<file path="src/rtl/rx_pkg.sv">
// ============================================================================
// Module  : rx_pkg
// Brief   : Shared status codes, preamble bytes and terminate-word helpers
//           for the receive frame path.
// Revision: 1.0 - initial release
// ============================================================================
`default_nettype none

package rx_pkg;

    localparam logic [1:0] ST_DATA  = 2'b00;
    localparam logic [1:0] ST_START = 2'b01;
    localparam logic [1:0] ST_TERM  = 2'b10;
    localparam logic [1:0] ST_OTHER = 2'b11;

    localparam logic [7:0] PREAMBLE_BYTE = 8'h55;
    localparam logic [7:0] SFD_BYTE      = 8'hD5;

    typedef enum logic [1:0] {
        S_IDLE  = 2'd0,
        S_DATA  = 2'd1,
        S_DRAIN = 2'd2
    } state_t;

    typedef struct packed {
        logic [7:0] be;
        logic [3:0] cnt;
    } tail_t;

    // Data lanes of a terminate word are the clear bits of the control mask.
    function automatic tail_t tail_be(input logic [7:0] rxc);
        tail_t t;
        t.be  = '0;
        t.cnt = '0;
        for (int i = 0; i < 8; i++) begin
            if (!rxc[i]) t.cnt = t.cnt + 4'd1;
        end
        for (int i = 0; i < 8; i++) begin
            t.be[i] = (4'(i) < t.cnt);
        end
        return t;
    endfunction

endpackage

`default_nettype wire

</file>
<file path="src/rtl/rx_frame_assembler.sv">
// ============================================================================
// Module  : rx_frame_assembler
// Brief   : Strips preamble/SFD and emits payload beats with SOF/EOF, byte
//           enables, length and error, using a one-word hold register.
// Revision: 1.0 - initial release
// ============================================================================
`default_nettype none

module rx_frame_assembler
    import rx_pkg::*;
#(
    parameter int MAX_BYTES = 1518
) (
    input  logic        clk,
    input  logic        rst,
    input  logic [63:0] pls_data,
    input  logic [1:0]  rx_data_st,
    input  logic [7:0]  rxc,
    output logic [63:0] frm_data,
    output logic        frm_valid,
    output logic        frm_sof,
    output logic        frm_eof,
    output logic [7:0]  frm_be,
    output logic        frm_err,
    output logic [15:0] frm_len,
    output logic [15:0] drop_cnt
);

    localparam logic [15:0] c_max_len = 16'(MAX_BYTES);

    state_t      r_state, w_state_nxt;
    logic [63:0] r_hold_data, w_hold_data_nxt;
    logic [7:0]  r_hold_be, w_hold_be_nxt;
    logic        r_hold_full, w_hold_full_nxt;
    logic        r_first, w_first_nxt;
    logic [15:0] r_len, w_len_nxt;

    logic        w_emit, w_emit_eof, w_emit_err;
    logic [1:0]  w_drop_inc;
    logic        w_check_start;
    logic        w_pre_ok;
    tail_t       w_tail;

    function automatic logic [15:0] sat_add(input logic [15:0] a, input logic [3:0] b);
        logic [16:0] s;
        s = {1'b0, a} + 17'(b);
        return s[16] ? 16'hFFFF : s[15:0];
    endfunction

    assign w_pre_ok = (pls_data[63:56] == SFD_BYTE) &&
                      (pls_data[55:0] == {7{PREAMBLE_BYTE}});
    assign w_tail   = tail_be(rxc);

    always_ff @(posedge clk) begin
        if (rst) r_state <= S_IDLE;
        else     r_state <= w_state_nxt;
    end

    always_comb begin
        w_state_nxt     = r_state;
        w_hold_data_nxt = r_hold_data;
        w_hold_be_nxt   = r_hold_be;
        w_hold_full_nxt = r_hold_full;
        w_first_nxt     = r_first;
        w_len_nxt       = r_len;
        w_emit          = 1'b0;
        w_emit_eof      = 1'b0;
        w_emit_err      = 1'b0;
        w_drop_inc      = 2'd0;
        w_check_start   = 1'b0;

        case (r_state)
            S_IDLE: w_check_start = 1'b1;
            S_DATA: begin
                case (rx_data_st)
                    ST_DATA: begin
                        w_emit          = r_hold_full;
                        w_hold_data_nxt = pls_data;
                        w_hold_be_nxt   = 8'hFF;
                        w_hold_full_nxt = 1'b1;
                        w_len_nxt       = sat_add(r_len, 4'd8);
                    end
                    ST_TERM: begin
                        if (w_tail.cnt == 4'd0) begin
                            w_emit          = r_hold_full;
                            w_emit_eof      = 1'b1;
                            w_emit_err      = (r_len > c_max_len);
                            w_drop_inc      = r_hold_full ? 2'd0 : 2'd1;
                            w_hold_full_nxt = 1'b0;
                            w_state_nxt     = S_IDLE;
                        end else begin
                            // Partial tail becomes the EOF beat on the DRAIN cycle.
                            w_emit          = r_hold_full;
                            w_hold_data_nxt = pls_data;
                            w_hold_be_nxt   = w_tail.be;
                            w_hold_full_nxt = 1'b1;
                            w_len_nxt       = sat_add(r_len, w_tail.cnt);
                            w_state_nxt     = S_DRAIN;
                        end
                    end
                    default: begin
                        w_emit          = r_hold_full;
                        w_emit_eof      = 1'b1;
                        w_emit_err      = 1'b1;
                        w_drop_inc      = r_hold_full ? 2'd0 : 2'd1;
                        w_hold_full_nxt = 1'b0;
                        w_state_nxt     = S_IDLE;
                        w_check_start   = (rx_data_st == ST_START);
                    end
                endcase
            end
            S_DRAIN: begin
                w_emit          = 1'b1;
                w_emit_eof      = 1'b1;
                w_emit_err      = (r_len > c_max_len);
                w_hold_full_nxt = 1'b0;
                w_state_nxt     = S_IDLE;
                w_check_start   = 1'b1;
            end
            default: w_state_nxt = S_IDLE;
        endcase

        if (w_emit) w_first_nxt = 1'b0;

        // A start word may follow an abort or a DRAIN in the same cycle.
        if (w_check_start && (rx_data_st == ST_START)) begin
            if (w_pre_ok) begin
                w_state_nxt     = S_DATA;
                w_hold_full_nxt = 1'b0;
                w_len_nxt       = 16'd0;
                w_first_nxt     = 1'b1;
            end else begin
                w_drop_inc = w_drop_inc + 2'd1;
            end
        end
    end

    always_ff @(posedge clk) begin
        if (rst) begin
            r_hold_data <= '0;
            r_hold_be   <= '0;
            r_hold_full <= 1'b0;
            r_first     <= 1'b0;
            r_len       <= '0;
            frm_data    <= '0;
            frm_valid   <= 1'b0;
            frm_sof     <= 1'b0;
            frm_eof     <= 1'b0;
            frm_be      <= '0;
            frm_err     <= 1'b0;
            frm_len     <= '0;
            drop_cnt    <= '0;
        end else begin
            r_hold_data <= w_hold_data_nxt;
            r_hold_be   <= w_hold_be_nxt;
            r_hold_full <= w_hold_full_nxt;
            r_first     <= w_first_nxt;
            r_len       <= w_len_nxt;
            frm_valid   <= w_emit;
            frm_sof     <= w_emit & r_first;
            frm_eof     <= w_emit & w_emit_eof;
            if (w_emit) begin
                frm_data <= r_hold_data;
                frm_be   <= r_hold_be;
            end
            if (w_emit && w_emit_eof) begin
                frm_len <= r_len;
                frm_err <= w_emit_err;
            end
            drop_cnt <= sat_add(drop_cnt, {2'b00, w_drop_inc});
        end
    end

endmodule

`default_nettype wire

</file>
<file path="config.mk">
export PLATFORM = sky130hd
export DESIGN_NAME = rx_frame_assembler
export DESIGN_NICKNAME = d
export VERILOG_FILES = /design/src/rtl/rx_pkg.sv /design/src/rtl/rx_frame_assembler.sv
export SDC_FILE = /design/constraint.sdc
export NUM_CORES = 1
export LEC_CHECK = 0
export CORE_MARGIN = 2
export CORE_UTILIZATION = 50
export CTS_CLUSTER_DIAMETER = 100
export DETAILED_ROUTE_END_ITERATION = 8
export HOLD_SLACK_MARGIN = 0.02
export PLACE_DENSITY = 0.77
export SLEW_MARGIN = 15
export SYNTH_ARGS = -nofsm -noshare
export SYNTH_HDL_FRONTEND = slang
export SYNTH_SLANG_ARGS = --single-unit
export TNS_END_PERCENT = 5
</file>
<file path="constraint.sdc">
create_clock -name clk -period 9.4 [get_ports clk]
set_input_delay 1.41 -clock clk [delete_from_list [all_inputs] [get_ports clk]]
set_output_delay 1.41 -clock clk [all_outputs]
set_load 0.005 [all_outputs]
</file>
==> reports/results.ini <==
[final_layout]
final_nets=1385
fin_area_um2=12200
most-common-layout-cells=240 x nand2_1, 200 x dfxtp_1, 182 x clkdlybuf4s50_1
final_common_cell=nand2_1
area_growth_pct=26.0
antenna_cells=0
layout-drive-gt1-share=0.146

[worst_setup_path]
cp-start-kind=input pin
arrival_ns=9.06
crit_top_cell=ha_1
required_ns=9.76
max_stage_delay_ns=0.49
slowest_stage=fa_1
crit_fanout=13
worstSetupStartpoint=rxc[0]
endpoint_kind=flip-flop
path_class=in2reg
timing.rr.start=r_state[1]

[sta]
hold_viol=0
period_needed_ns=8.70
fmax_mhz=115
rsz0062_at_grt=no
final.period_utilization=0.926
slew_viol_final=0
worstMarginPinSlew_ns=1.13
skew_ns=0.0182
slew_headroom=0.247
finalSetupViolCount=0
fin_tns_setup_ns=0

[power_and_ir_drop]
p_leak_uw=0.00395
ir_drop_mv=0.117
power.share.clock=0.404
seqPwrFrac=0.460
switching_share=0.273
powerDensity_nw_per_um2=151
switching_power_uw=502
internal_power_uw=1340
combPwrFrac=0.135

[synthesis]
synth.distinct_cells=77
syn_area_um2=9670
synth_edf_count=0
synthArstFlopShare=0
synthFlopType=dfxtp_1
ys_seq_area_frac=0.414
avgSynthCellArea_um2=8.38
yosysWarnings=0
syn_nets=1250
synthCells=1153
yosys_register_bits=200

[cts]
htreeDepth=4
clk_latency_ns=0.44
numCtsBuffers=17
clock_sinks=200
cts.path.max_buffers=2
clk_pin_slew_ns=0.07
cts_hold_buf=0
cts_tree=yes
clockRootBuffer=clkbuf_16

[die]
dieArea_um2=20500
row_count=50
start_util=0.513
die_h_um=143
die_x_um=143
placeableCoreArea_um2=18800
io_pins=184

[place]
dp_hpwl_um=16800
gp_congestion=0.913
placed_cell_area_um2=11600
port_buffers=183

[outcome]
status=complete, no violations

[routing]
wirelength_um=25000
routedWlPerCell_um=16.0
drc=0
avgViaCountPerCell=5.51
dr.first_iter.drc_count=619
vias=8600
drtPass1Iterations=5
postRouteAntennaNets=0

[worst_hold_path]
min_from=r_hold_be[4]
min_path_type=reg2reg

[global_routing]
antenna_found_initial=0
first_global_vias=7810
grt_pass1_wl_um=39700
grt_max_degree=114
grt-ovfl-total=0
grt_use_total=0.240

[job]
cap_violations=0

path summary, 6_finish.rpt:
kind              slack [ns]  cells past startpoint          end
setup / recovery        0.70                     35  drop_cnt[0]
hold reg to reg         0.45                      2    frm_be[4]
hold / removal          0.45                      2    frm_be[4]
setup reg to reg        6.09                     11  drop_cnt[0]
power groups by stage:
| stage | Clock, uW | Sequential [uW] | Combinational [uW] |
|---|---|---|---|
| finish | 744 | 847 | 249 |
| global route | 787 | 847 | 270 |
| CTS | 754 | 847 | 247 |
| detailed placement | 0 | 867 | 245 |
| global placement | 0 | 867 | 242 |
| floorplan | 0 | 867 | 165 |
synthesized netlist by cell type (all sizes together), types with 5 or more instances:
library cell,n,area [um2]
nand2,301,1280
dfxtp,200,4000
a21oi,179,1120
nor2,54,203
clkbuf,53,199
nand2b,39,251
buf,23,163
inv,20,75.1
o21ai,20,111
ha,19,238
mux2i,19,190
nor3,18,95.1
nand3,17,95.1
a31oi,16,100
nand4,15,93.8
nor4bb,14,140
xnor2,12,124
nor2b,11,71.3
xor2,11,111
and4,9,78.8
a211oi,8,60.1
a21o,8,60.1
nor4,8,50.1
o31ai,8,60.1
and2,7,43.8
and3,5,31.3
registers in the layout (all words and copies together), names as in the netlist, 2 cells and up:
signal       count
r_hold_be        8
frm_data        64
r_state          2
frm_be           8
drop_cnt        16
frm_len         16
r_hold_data     64
r_len           16
metrics by stage:
step	total power [uW]	instances	util	setup slack, ns	hold WS [ns]
global placement	1110	1529	0.614	0.331	0.437
global route	1900	1561	0.647	0.203	0.472
floorplan	1030	1153	-	1.30	0.430
CTS	1850	1561	0.646	0.520	0.453
finish	1840	1561	0.647	0.695	0.451
detailed placement	1110	1529	0.614	0.0832	0.443
final cells by class:
| cell class | count | area [um2] |
|---|---|---|
| clock buffer | 17 | 425 |
| clock inverter | 15 | 176 |
| fill | 1615 | 6650 |
| inverter | 20 | 75.1 |
| multi-input combinational | 857 | 5270 |
| sequential | 200 | 4000 |
| tap | 260 | 325 |
| timing repair buffer | 192 | 1910 |
routing by layer:
| layer | vias to the layer above | GRT usage | part of all wire |
|---|---|---|---|
| li1 | 4239 | - | - |
| met1 | 4001 | 0.334 | 0.45 |
| met2 | 321 | 0.373 | 0.45 |
| met3 | 39 | 0.0480 | 0.074 |
| met4 | 0 | 0.0829 | 0.023 |
| met5 | - | 0 | 0 |
critical path, delay by kind of cell:
family                   cells  cell delay [ns]
AO/OA/AOI/OAI                7             1.63
XOR/XNOR                     1             0.17
adder cells (fa/ha/maj)      9             2.70
buffers and inverters        4             0.77
AND/OR/NAND/NOR             14             2.38
cell families (layout without fill, tap and decap cells):
kind of cell | count (synthesis) | in the layout | share of synthesized area
xor+xnor | 27 | 27 | 0.0340
simple gates | 517 | 517 | 0.269
flops | 200 | 200 | 0.414
mux | 21 | 21 | 0.0220
buf+inv | 96 | 244 | 0.0452
compound gates | 271 | 271 | 0.187
fa+ha+maj | 21 | 21 | 0.0287
what timing repair did:
| item | in CTS | in global routing |
|---|---|---|
| buffers inserted | 0 | 0 |
| resized for setup | 0 | 2 |
| endpoints found under the setup margin | 0 | 13 |
(Power assumes the default switching activity.)
